==> config.mk <==
export PLATFORM = sky130hd
export DESIGN_NAME = serial_adder
export DESIGN_NICKNAME = d
export VERILOG_FILES = /design/src/rtl/serial_adder_pkg.sv /design/src/rtl/full_adder_cell.sv /design/src/rtl/serial_adder.sv
export SDC_FILE = /design/constraint.sdc
export NUM_CORES = 1
export LEC_CHECK = 0
export ABC_AREA = 1
export ABC_CLOCK_PERIOD_IN_PS = 1300
export CAP_MARGIN = 20
export CORE_UTILIZATION = 51
export DETAILED_ROUTE_END_ITERATION = 7
export GPL_TIMING_DRIVEN = 0
export PLACE_DENSITY = 0.78
export SYNTH_ARGS = -nofsm -noshare
export SYNTH_HDL_FRONTEND = slang
export SYNTH_HIERARCHICAL = 1
export SYNTH_SLANG_ARGS = --single-unit
==> constraint.sdc <==
create_clock -name clk -period 1.3 [get_ports clk]
set_input_delay 0.26 -clock clk [delete_from_list [all_inputs] [get_ports clk]]
set_output_delay 0.26 -clock clk [all_outputs]
set_load 0.02 [all_outputs]
==> src/rtl/serial_adder_pkg.sv <==
// ============================================================================
// Module : serial_adder_pkg
// Brief  : Shared FSM state encoding and sizing helpers for serial_adder.
// Rev    : 1.0
// ============================================================================
`default_nettype none

package serial_adder_pkg;

    typedef enum logic [1:0] {
        ST_IDLE = 2'd0,
        ST_RUN  = 2'd1,
        ST_DONE = 2'd2
    } state_t;

    function automatic int steps(input int width, input int digit);
        return width / digit;
    endfunction

    // Counter must hold values 0..n inclusive.
    function automatic int cnt_width(input int n);
        return (n < 1) ? 1 : $clog2(n + 1);
    endfunction

endpackage

`default_nettype wire

==> src/rtl/full_adder_cell.sv <==
// ============================================================================
// Module : full_adder_cell
// Brief  : One-bit combinational full adder, used as a ripple-chain element.
// Rev    : 1.0
// ============================================================================
`default_nettype none

module full_adder_cell (
    input  logic x,
    input  logic y,
    input  logic cin,
    output logic cout,
    output logic s
);

    assign s    = x ^ y ^ cin;
    assign cout = (x & y) | (cin & (x ^ y));

endmodule

`default_nettype wire

==> src/rtl/serial_adder.sv <==
// ============================================================================
// Module : serial_adder
// Brief  : Multi-cycle adder, DIGIT bits per clock through a ripple chain of
//          full_adder_cell instances; signed overflow output enabled by
//          defining SERIAL_ADD_OVF_EN.
// Rev    : 1.0
// ============================================================================
`default_nettype none

module serial_adder
    import serial_adder_pkg::*;
#(
    parameter int WIDTH = 8,
    parameter int DIGIT = 1
) (
    input  logic             clk,
    input  logic             rst,
    input  logic             start,
    input  logic [WIDTH-1:0] x,
    input  logic [WIDTH-1:0] y,
    input  logic             cin,
    output logic             busy,
    output logic             done,
    output logic [WIDTH-1:0] s,
    output logic             cout
`ifdef SERIAL_ADD_OVF_EN
    ,
    output logic             ovf
`endif
);

    localparam int STEPS = steps(WIDTH, DIGIT);
    localparam int CW    = cnt_width(STEPS);
    localparam logic [CW-1:0] LAST_STEP = CW'(STEPS - 1);

    if (WIDTH < 1 || DIGIT < 1 || DIGIT > WIDTH || (WIDTH % DIGIT) != 0) begin : g_bad_params
        $error("serial_adder: illegal WIDTH/DIGIT combination");
    end

    state_t                 r_state;
    state_t                 w_state_next;
    logic [CW-1:0]          r_step;
    logic [WIDTH-1:0]       r_opa;
    logic [WIDTH-1:0]       r_opb;
    logic [WIDTH-1:0]       r_acc;
    logic                   r_carry;
    logic [WIDTH-1:0]       r_s;
    logic                   r_cout;
    logic [DIGIT:0]         w_c;
    logic [DIGIT-1:0]       w_sum;
    logic [WIDTH+DIGIT-1:0] w_acc_cat;
    logic [WIDTH-1:0]       w_acc_next;
    logic                   w_last;

    // Ripple chain over the current low digit; w_c[DIGIT-1] is the carry into
    // the top cell, which on the final step is the carry into bit WIDTH-1.
    assign w_c[0] = r_carry;

    for (genvar i = 0; i < DIGIT; i++) begin : g_cell
        full_adder_cell u_fa (
            .x    (r_opa[i]),
            .y    (r_opb[i]),
            .cin  (w_c[i]),
            .cout (w_c[i+1]),
            .s    (w_sum[i])
        );
    end

    // New digit enters from the MSB side so the LSB digit ends at bit 0.
    assign w_acc_cat  = {w_sum, r_acc};
    assign w_acc_next = w_acc_cat[WIDTH+DIGIT-1:DIGIT];
    assign w_last     = (r_step == LAST_STEP);

    always_ff @(posedge clk or posedge rst) begin
        if (rst) begin
            r_state <= ST_IDLE;
        end else begin
            r_state <= w_state_next;
        end
    end

    always_comb begin
        w_state_next = r_state;
        case (r_state)
            ST_IDLE: if (start) w_state_next = ST_RUN;
            ST_RUN:  if (w_last) w_state_next = ST_DONE;
            ST_DONE: w_state_next = ST_IDLE;
            default: w_state_next = ST_IDLE;
        endcase
    end

    always_ff @(posedge clk or posedge rst) begin
        if (rst) begin
            r_step  <= '0;
            r_opa   <= '0;
            r_opb   <= '0;
            r_acc   <= '0;
            r_carry <= 1'b0;
            r_s     <= '0;
            r_cout  <= 1'b0;
        end else begin
            case (r_state)
                ST_IDLE: begin
                    if (start) begin
                        r_opa   <= x;
                        r_opb   <= y;
                        r_carry <= cin;
                        r_step  <= '0;
                    end
                end
                ST_RUN: begin
                    r_opa   <= r_opa >> DIGIT;
                    r_opb   <= r_opb >> DIGIT;
                    r_carry <= w_c[DIGIT];
                    r_acc   <= w_acc_next;
                    r_step  <= r_step + CW'(1);
                    // Visible result only changes when the new one completes.
                    if (w_last) begin
                        r_s    <= w_acc_next;
                        r_cout <= w_c[DIGIT];
                    end
                end
                default: ;
            endcase
        end
    end

`ifdef SERIAL_ADD_OVF_EN
    logic r_ovf;

    always_ff @(posedge clk or posedge rst) begin
        if (rst) begin
            r_ovf <= 1'b0;
        end else if (r_state == ST_RUN && w_last) begin
            r_ovf <= w_c[DIGIT-1] ^ w_c[DIGIT];
        end
    end

    assign ovf = r_ovf;
`endif

    assign busy = (r_state == ST_RUN);
    assign done = (r_state == ST_DONE);
    assign s    = r_s;
    assign cout = r_cout;

endmodule

`default_nettype wire

==> out/metrics.csv, run 1 <==
stage;metric;value;unit
outcome;status;complete, but fails checks;
outcome;failing checks;negative setup slack;
grt;initial antenna violation count;0;
sta;max-slew violations;0;
clocking;# clock sinks;39;
setup_path;CP arrival;1070;ps
grt;first-pass GRT wire length;6130;um
placed_design;pre-CTS WS;-410;ps
final_layout;commonest non-fill, non-tap cell in the layout;nand2_1;
setup_path;worst r2r src;r_step[1]$_DFFE_PP0P_;
detailed_routing;DR vias/cell;5.25;
detailed_routing;DR vias;1495;
final_layout;post-route design area;2240;um^2
clocking;CTS tree;done;
final_layout;FF+latch area;976;um^2
die;full die area;3530;um^2
die;# rows;20;
sta;Worst Max-Slew Pin Slew;788;ps
pwr;Peak VDD IR;1030;uV
placed_design;IO Port Bufs;30;
detailed_routing;Post-route DRC;0;
setup_path;CP max FO;3;
logic_synthesis;Post-Syn Nets;213;
final_layout;Layout area overhead;33.1;%
final_layout;fillers;269;
pwr;Pwr Density;2300;nW/um^2
grt;largest net degree at the start of global routing;40;
logic_synthesis;Ys Warns;6;
detailed_routing;DRT Wirelength;3780;um
logic_synthesis;Seq cells post-synth;39;
clocking;Worst-Skew Late Latency;340;ps
min_path;Hold Crit Class;primary input to async pin;
detailed_routing;DRT Pass-1 Iters;4;
sta;Final Hold Viols;0;
grt;vias in the first global route;1460;
sta;minimum clock period;1330;ps
logic_synthesis;top cell type's share of synthesized area;58.0;%
clocking;root buffer cell;clkbuf_4;
grt;total congestion overflow;0;
setup_path;Critical Path End Type;output port;
sta;Setup WS post-layout;-29.3;ps
placed_design;DP Wirelength;2390;um
final_layout;ANT cells;0;
die;Die Ht;59.4;um
detailed_routing;number of DRC markers in iteration 0;117;
clocking;CTS clk-pin slew, worst paths;110;ps
logic_synthesis;Seq/Total Area, Yosys;58.0;%
logic_synthesis;area leader, netlist;dfrtp_1;
setup_path;reg-to-reg endpoint;s[3]$_DFFE_PP0P_;
setup_path;CP Data Required Time;1040;ps
setup_path;Setup CP Type;flip-flop to output port;
final_layout;area of the multi-input gates;677;um^2
placed_design;Placer Congestion;0.860;
logic_synthesis;top cells by area, synth;dfrtp_1, nand2_1, nand3_1;
sta;RSZ-0062 raised after global routing;true;
sta;clk_skew;8.27;ps
placed_design;dpl cell area;2040;um^2
sta;fmax;752;MHz
final_layout;most frequent cells in the layout;nand2_1, dfrtp_1, nand3_1;
sta;worst rel slew slack;47.4;%
detailed_routing;wire per inst;13.3;um
clocking;Max clock buf depth;2;
setup_path;Worst R2R Path Depth;6;
clocking;cts bufs inserted;5;
sta;final setup fails;2;
pwr;Leak;0.00111;uW
logic_synthesis;Distinct cells, synth;17;
die;core region area;3100;um^2
logic_synthesis;post-synthesis cell area;1680;um^2
detailed_routing;Antenna Nets Post-Route;0;
logic_synthesis;Syn Area/Cell;8.80;um^2
grt;GR Util All Layers;23.8;%
sta;fin crit share;102;%
pwr;Tot Pwr;5140;uW
clocking;H-Tree Depth;2;
die;Starting Density;54.2;%
final_layout;layout cell share with drive strength beyond 1;20.7;%
die;Die Width;59.4;um
setup_path;nature of the critical path startpoint;flip-flop;
sta;Setup TNS;-46.3;ps
final_layout;Net count, final;262;
die;number of I/O pins;31;
flow_run;number of max-cap violations;0;
setup_path;flop-to-flop setup slack;40;ps
logic_synthesis;cells after synthesis;191;
-- area by class of cell --
cell class	instances	share of cell area [%]
clock buffer	6	2.29
tap	44	2.46
sequential	39	43.6
buffer	7	1.96
timing repair buffer	41	16.7
clock inverter	2	1.57
multi-input combinational	141	30.2
inverter	5	1.17
-- worst max-delay path: stages (launching register included) --
cell and delay, ps:
dfrtp_1 450, nand2_4 120, inv_8 40, buf_6 120
-- cells by family after synthesis --
| kind of cell | count (synthesis) | synth area share, % |
|---|---|---|
| AO/OA/AOI/OAI | 5 | 1.64 |
| adder cells (fa/ha/maj) | 2 | 1.93 |
| buffers and inverters | 13 | 4.54 |
| flip-flops | 39 | 58.0 |
| AND/OR/NAND/NOR | 132 | 33.9 |
-- worst max-delay path by stage --
| stage | startpoint | to | slack [ps] | cells after the start |
|---|---|---|---|---|
| final | r_state[0]$_DFFE_PP0P_ | busy | -30 | 3 |
| after global routing | r_state[1]$_DFFE_PP0P_ | busy | -80 | 4 |
| after CTS | r_state[0]$_DFFE_PP0P_ | busy | -30 | 3 |
| after detailed placement | r_state[0]$_DFFE_PP0P_ | busy | -410 | 4 |
| after global placement | rst | r_opa[5]$_DFFE_PP0P_ | -620 | 2 |
| after floorplan | rst | cout$_DFFE_PP0P_ | 150 | 1 |
-- Yosys cell counts --
cell / number
buf_2: 5
buf_4: 1
buf_6: 2
dfrtp_1: 39
fa_1: 1
ha_1: 1
inv_1: 3
inv_2: 1
inv_4: 1
nand2_1: 84
nand2_2: 3
nand3_1: 39
nand4_1: 1
nor2_1: 3
nor2_4: 2
o21ai_0: 4
o21bai_1: 1
-- repair_timing --
| action | 4_1_cts | 5_1_grt |
|---|---|---|
| setup endpoints to repair | 18 | 27 |
| buffers inserted | 8 | 4 |
| hold buffers | 0 | 0 |
| gates resized for setup | 40 | 10 |
| pin swaps | 1 | 4 |
| cloned | 0 | 2 |
-- state kept, by name (all words and copies together) (netlist names) --
signal / count
r_opb: 8
r_opa: 8
s: 8
r_acc: 7
r_step: 4
r_state: 2
r_carry: 1
cout: 1
-- through the flow --
stage	util (%)	hold slack [ps]	cells
after floorplan	-	370	191
after global placement	65.6	456	265
after detailed placement	65.6	462	265
after CTS	70.6	391	280
after global routing	72.1	436	285
final	72.1	375	285
-- routing by layer --
layer  share of wire [%]  vias up  track usage, %
met5                   0        -               0
met3                 4.4       10            5.90
met1                  43      720            26.5
met2                  50       49            42.2
li1                    -      716               -
met4                 2.1        0            11.6
-- report_power, final --
group	total, uW	switching [uW]	internal, uW	leakage, uW
combinational	2210	1250	950	0.000570
sequential	2090	362	1730	0.000496
clock	846	392	455	0.0000482
(Power assumes the default switching activity.)
==> run 2: changes to the inputs <==
CELL_PAD_IN_SITES_DETAIL_PLACEMENT = 1   (was unset)
CELL_PAD_IN_SITES_GLOBAL_PLACEMENT = 2   (was unset)
CORE_UTILIZATION = 30   (was 51)
PLACE_DENSITY = unset   (was 0.78)
PLACE_DENSITY_LB_ADDON = 0.1   (was unset)
==> out/metrics.csv, run 2 (synthesis gave the netlist of run 1 again) <==
stage;metric;value;unit;change
final_layout;Layout area overhead;37.7;%;
die;Die Ht;76.9;um;+29%
sta;clk_skew;7.45;ps;-0.823 ps
pwr;combinational fraction of design power;43.5;%;+0.6 points
pwr;Pwr Density;2240;nW/um^2;-2.4%
setup_path;Crit path largest cell delay;380;ps;-70 ps
setup_path;Worst R2R Path Depth;6;;unchanged
sta;fmax;728;MHz;-3.2%
clocking;CTS clk-pin slew, worst paths;80;ps;-30 ps
grt;first-pass GRT wire length;7360;um;+20%
grt;initial antenna violation count;0;;unchanged
die;core region area;5240;um^2;+69%
setup_path;CP Data Required Time;1040;ps;about the same
sta;Final Hold Viols;0;;unchanged
outcome;status;complete, but fails checks;;
final_layout;final core utilization;44.2;%;-28 points
clocking;root buffer cell;clkbuf_8;;
min_path;Hold Crit Class;primary input to async pin;;
final_layout;Net count, final;261;;-0.38%
final_layout;layout cell share with drive strength beyond 1;21.8;%;+1.0 points
pwr;Tot Pwr;5190;uW;+0.94%
die;full die area;5910;um^2;+67%
setup_path;CP max FO;7;;+4
detailed_routing;DRT Pass-1 Iters;4;;unchanged
final_layout;commonest non-fill, non-tap cell in the layout;nand2_1;;
setup_path;nature of the critical path startpoint;flip-flop;;
sta;Hold Worst Slack;455;ps;+80.3 ps
clocking;cts bufs inserted;5;;unchanged
sta;Setup WS post-layout;-72.9;ps;-43.6 ps
outcome;failing checks;negative setup slack;;
detailed_routing;DRT Wirelength;4330;um;+14%
detailed_routing;number of DRC markers in iteration 0;59;;-50%
placed_design;IO Port Bufs;30;;unchanged
sta;worst rel slew slack;44.8;%;-2.5 points
grt;GR Util All Layers;16.2;%;-7.6 points
clocking;Worst-Skew Late Latency;290;ps;-50 ps
final_layout;fillers;604;;+120%
setup_path;CP arrival;1110;ps;+40 ps
detailed_routing;DR vias/cell;4.75;;-9.5%
sta;Worst Max-Slew Pin Slew;826;ps;+38.0 ps
detailed_routing;DR vias;1467;;-1.9%
placed_design;Placer Congestion;0.736;;-14%
final_layout;post-route design area;2320;um^2;+3.5%
die;Die Width;76.9;um;+29%
pwr;switch share;40.0;%;+0.94 points
clocking;Max clock buf depth;2;;unchanged
die;Starting Density;32.1;%;-22 points
final_layout;most frequent cells in the layout;nand2_1, dfrtp_1, nand3_1;;
setup_path;Setup CP Type;flip-flop to output port;;
pwr;Internal;3110;uW;-0.62%
detailed_routing;Post-route DRC;0;;unchanged
pwr;net switching power;2080;uW;+3.4%
clocking;# clock sinks;39;;unchanged
clocking;cts hold-fix bufs;0;;unchanged
placed_design;dpl cell area;2070;um^2;+1.6%
sta;final setup fails;2;;unchanged
detailed_routing;Antenna Nets Post-Route;0;;unchanged
placed_design;DP Wirelength;2760;um;+15%
setup_path;CP cell instances;inv_2, nand2_4, inv_4, buf_8, buf_6;;
grt;total congestion overflow;0;;unchanged
sta;minimum clock period;1370;ps;+43.6 ps
pwr;Seq pwr share;40.4;%;-0.3 points
sta;max-slew violations;0;;unchanged
flow_run;number of max-cap violations;0;;unchanged
pwr;Leak;0.00112;uW;+0.27%
die;# rows;26;;+30%
clocking;H-Tree Depth;2;;unchanged
placed_design;Placed Cells;291;;+9.8%
sta;RSZ-0062 raised after global routing;true;;
pwr;Peak VDD IR;645;uV;-37%
pwr;Clk pwr share;16.2;%;-0.3 points
setup_path;Critical Path End Type;output port;;
clocking;CTS tree;done;;
sta;fin crit share;106;%;+3.4 points
grt;largest net degree at the start of global routing;40;;unchanged
grt;vias in the first global route;1506;;+3.2%
final_layout;Non-Filler Instances;309;;+8.4%
die;number of I/O pins;31;;unchanged
setup_path;slowest CP cell;dfrtp_1;;
detailed_routing;wire per inst;14.0;um;+5.4%
final_layout;ANT cells;0;;unchanged
==> run 2: cell count changes in the layout (fill, tap and decap cells not counted), moves of 2 or more <==
cell	before	now
clkbuf_8	1	6
nand2_1	84	72
clkdlybuf4s15_1	0	9
clkbuf_4	5	0
buf_2	7	5
clkdlybuf4s15_2	6	0
nand2_2	2	13
nor2_4	3	5
buf_4	13	10
==> run 2: worst max-delay path, delay by kind of cell, from the launching register on <==
| family | cells | cell delay, ps |
|---|---|---|
| buffers and inverters | 4 | 370 |
| AND/OR/NAND/NOR | 1 | 70 |
| flip-flops | 1 | 380 |
==> run 2: metal layers <==
layer	global-route usage (%)	vias to the layer above	share of wire, %
li1	-	709	-
met3	4.05	5	3.4
met5	0	-	0
met4	5.19	0	1.1
met1	19.4	724	45
met2	28.3	29	51
==> run 2: repair_timing <==
action	CTS	global route
gates cloned	1	1
pin swaps	1	9
endpoints found under the setup margin	20	20
setup buffers	3	6
gates resized for setup	27	27
==> run 2: area by class of cell <==
cell class	count	area, um^2	share of cell area (%)
flip-flops and latches	39	976	42.1
plain buffers	8	58.8	2.54
clock inverters	1	5.00	0.216
clock buffers	6	82.6	3.57
multi-input cells	141	714	30.8
well taps	70	87.6	3.78
inverters	5	21.3	0.918
repair buffers	39	370	16.0
==> run 2: worst paths after layout <==
path	start	to	slack, ps
max in group asynchronous	rst	r_opb[0]$_DFFE_PP0P_	320
worst max register to register	r_step[1]$_DFFE_PP0P_	s[3]$_DFFE_PP0P_	20
worst min register to register	r_acc[7]$_DFFE_PP0P_	s[6]$_DFFE_PP0P_	490
min in group clk	r_acc[7]$_DFFE_PP0P_	s[6]$_DFFE_PP0P_	490
worst max-delay path	r_state[1]$_DFFE_PP0P_	busy	-70
worst min-delay path	rst	s[0]$_DFFE_PP0P_	460
==> run 2: power groups by stage <==
stage          logic, uW  registers (uW)  clock network, uW
5_1_grt             2560            2170                927
2_1_floorplan       1130            2190                  0
3_5_place_dp        1990            2100                  0
3_3_place_gp        1950            2080                  0
6_report            2260            2100                839
4_1_cts             2060            2060                865
==> run 2: metrics by stage <==
step / TNS [ps] / worst slack, ps
finish: -117 / -72.9
global placement: -31560 / -734
global route: -490 / -129
floorplan: 0 / 151
CTS: -206 / -130
detailed placement: -6380 / -425
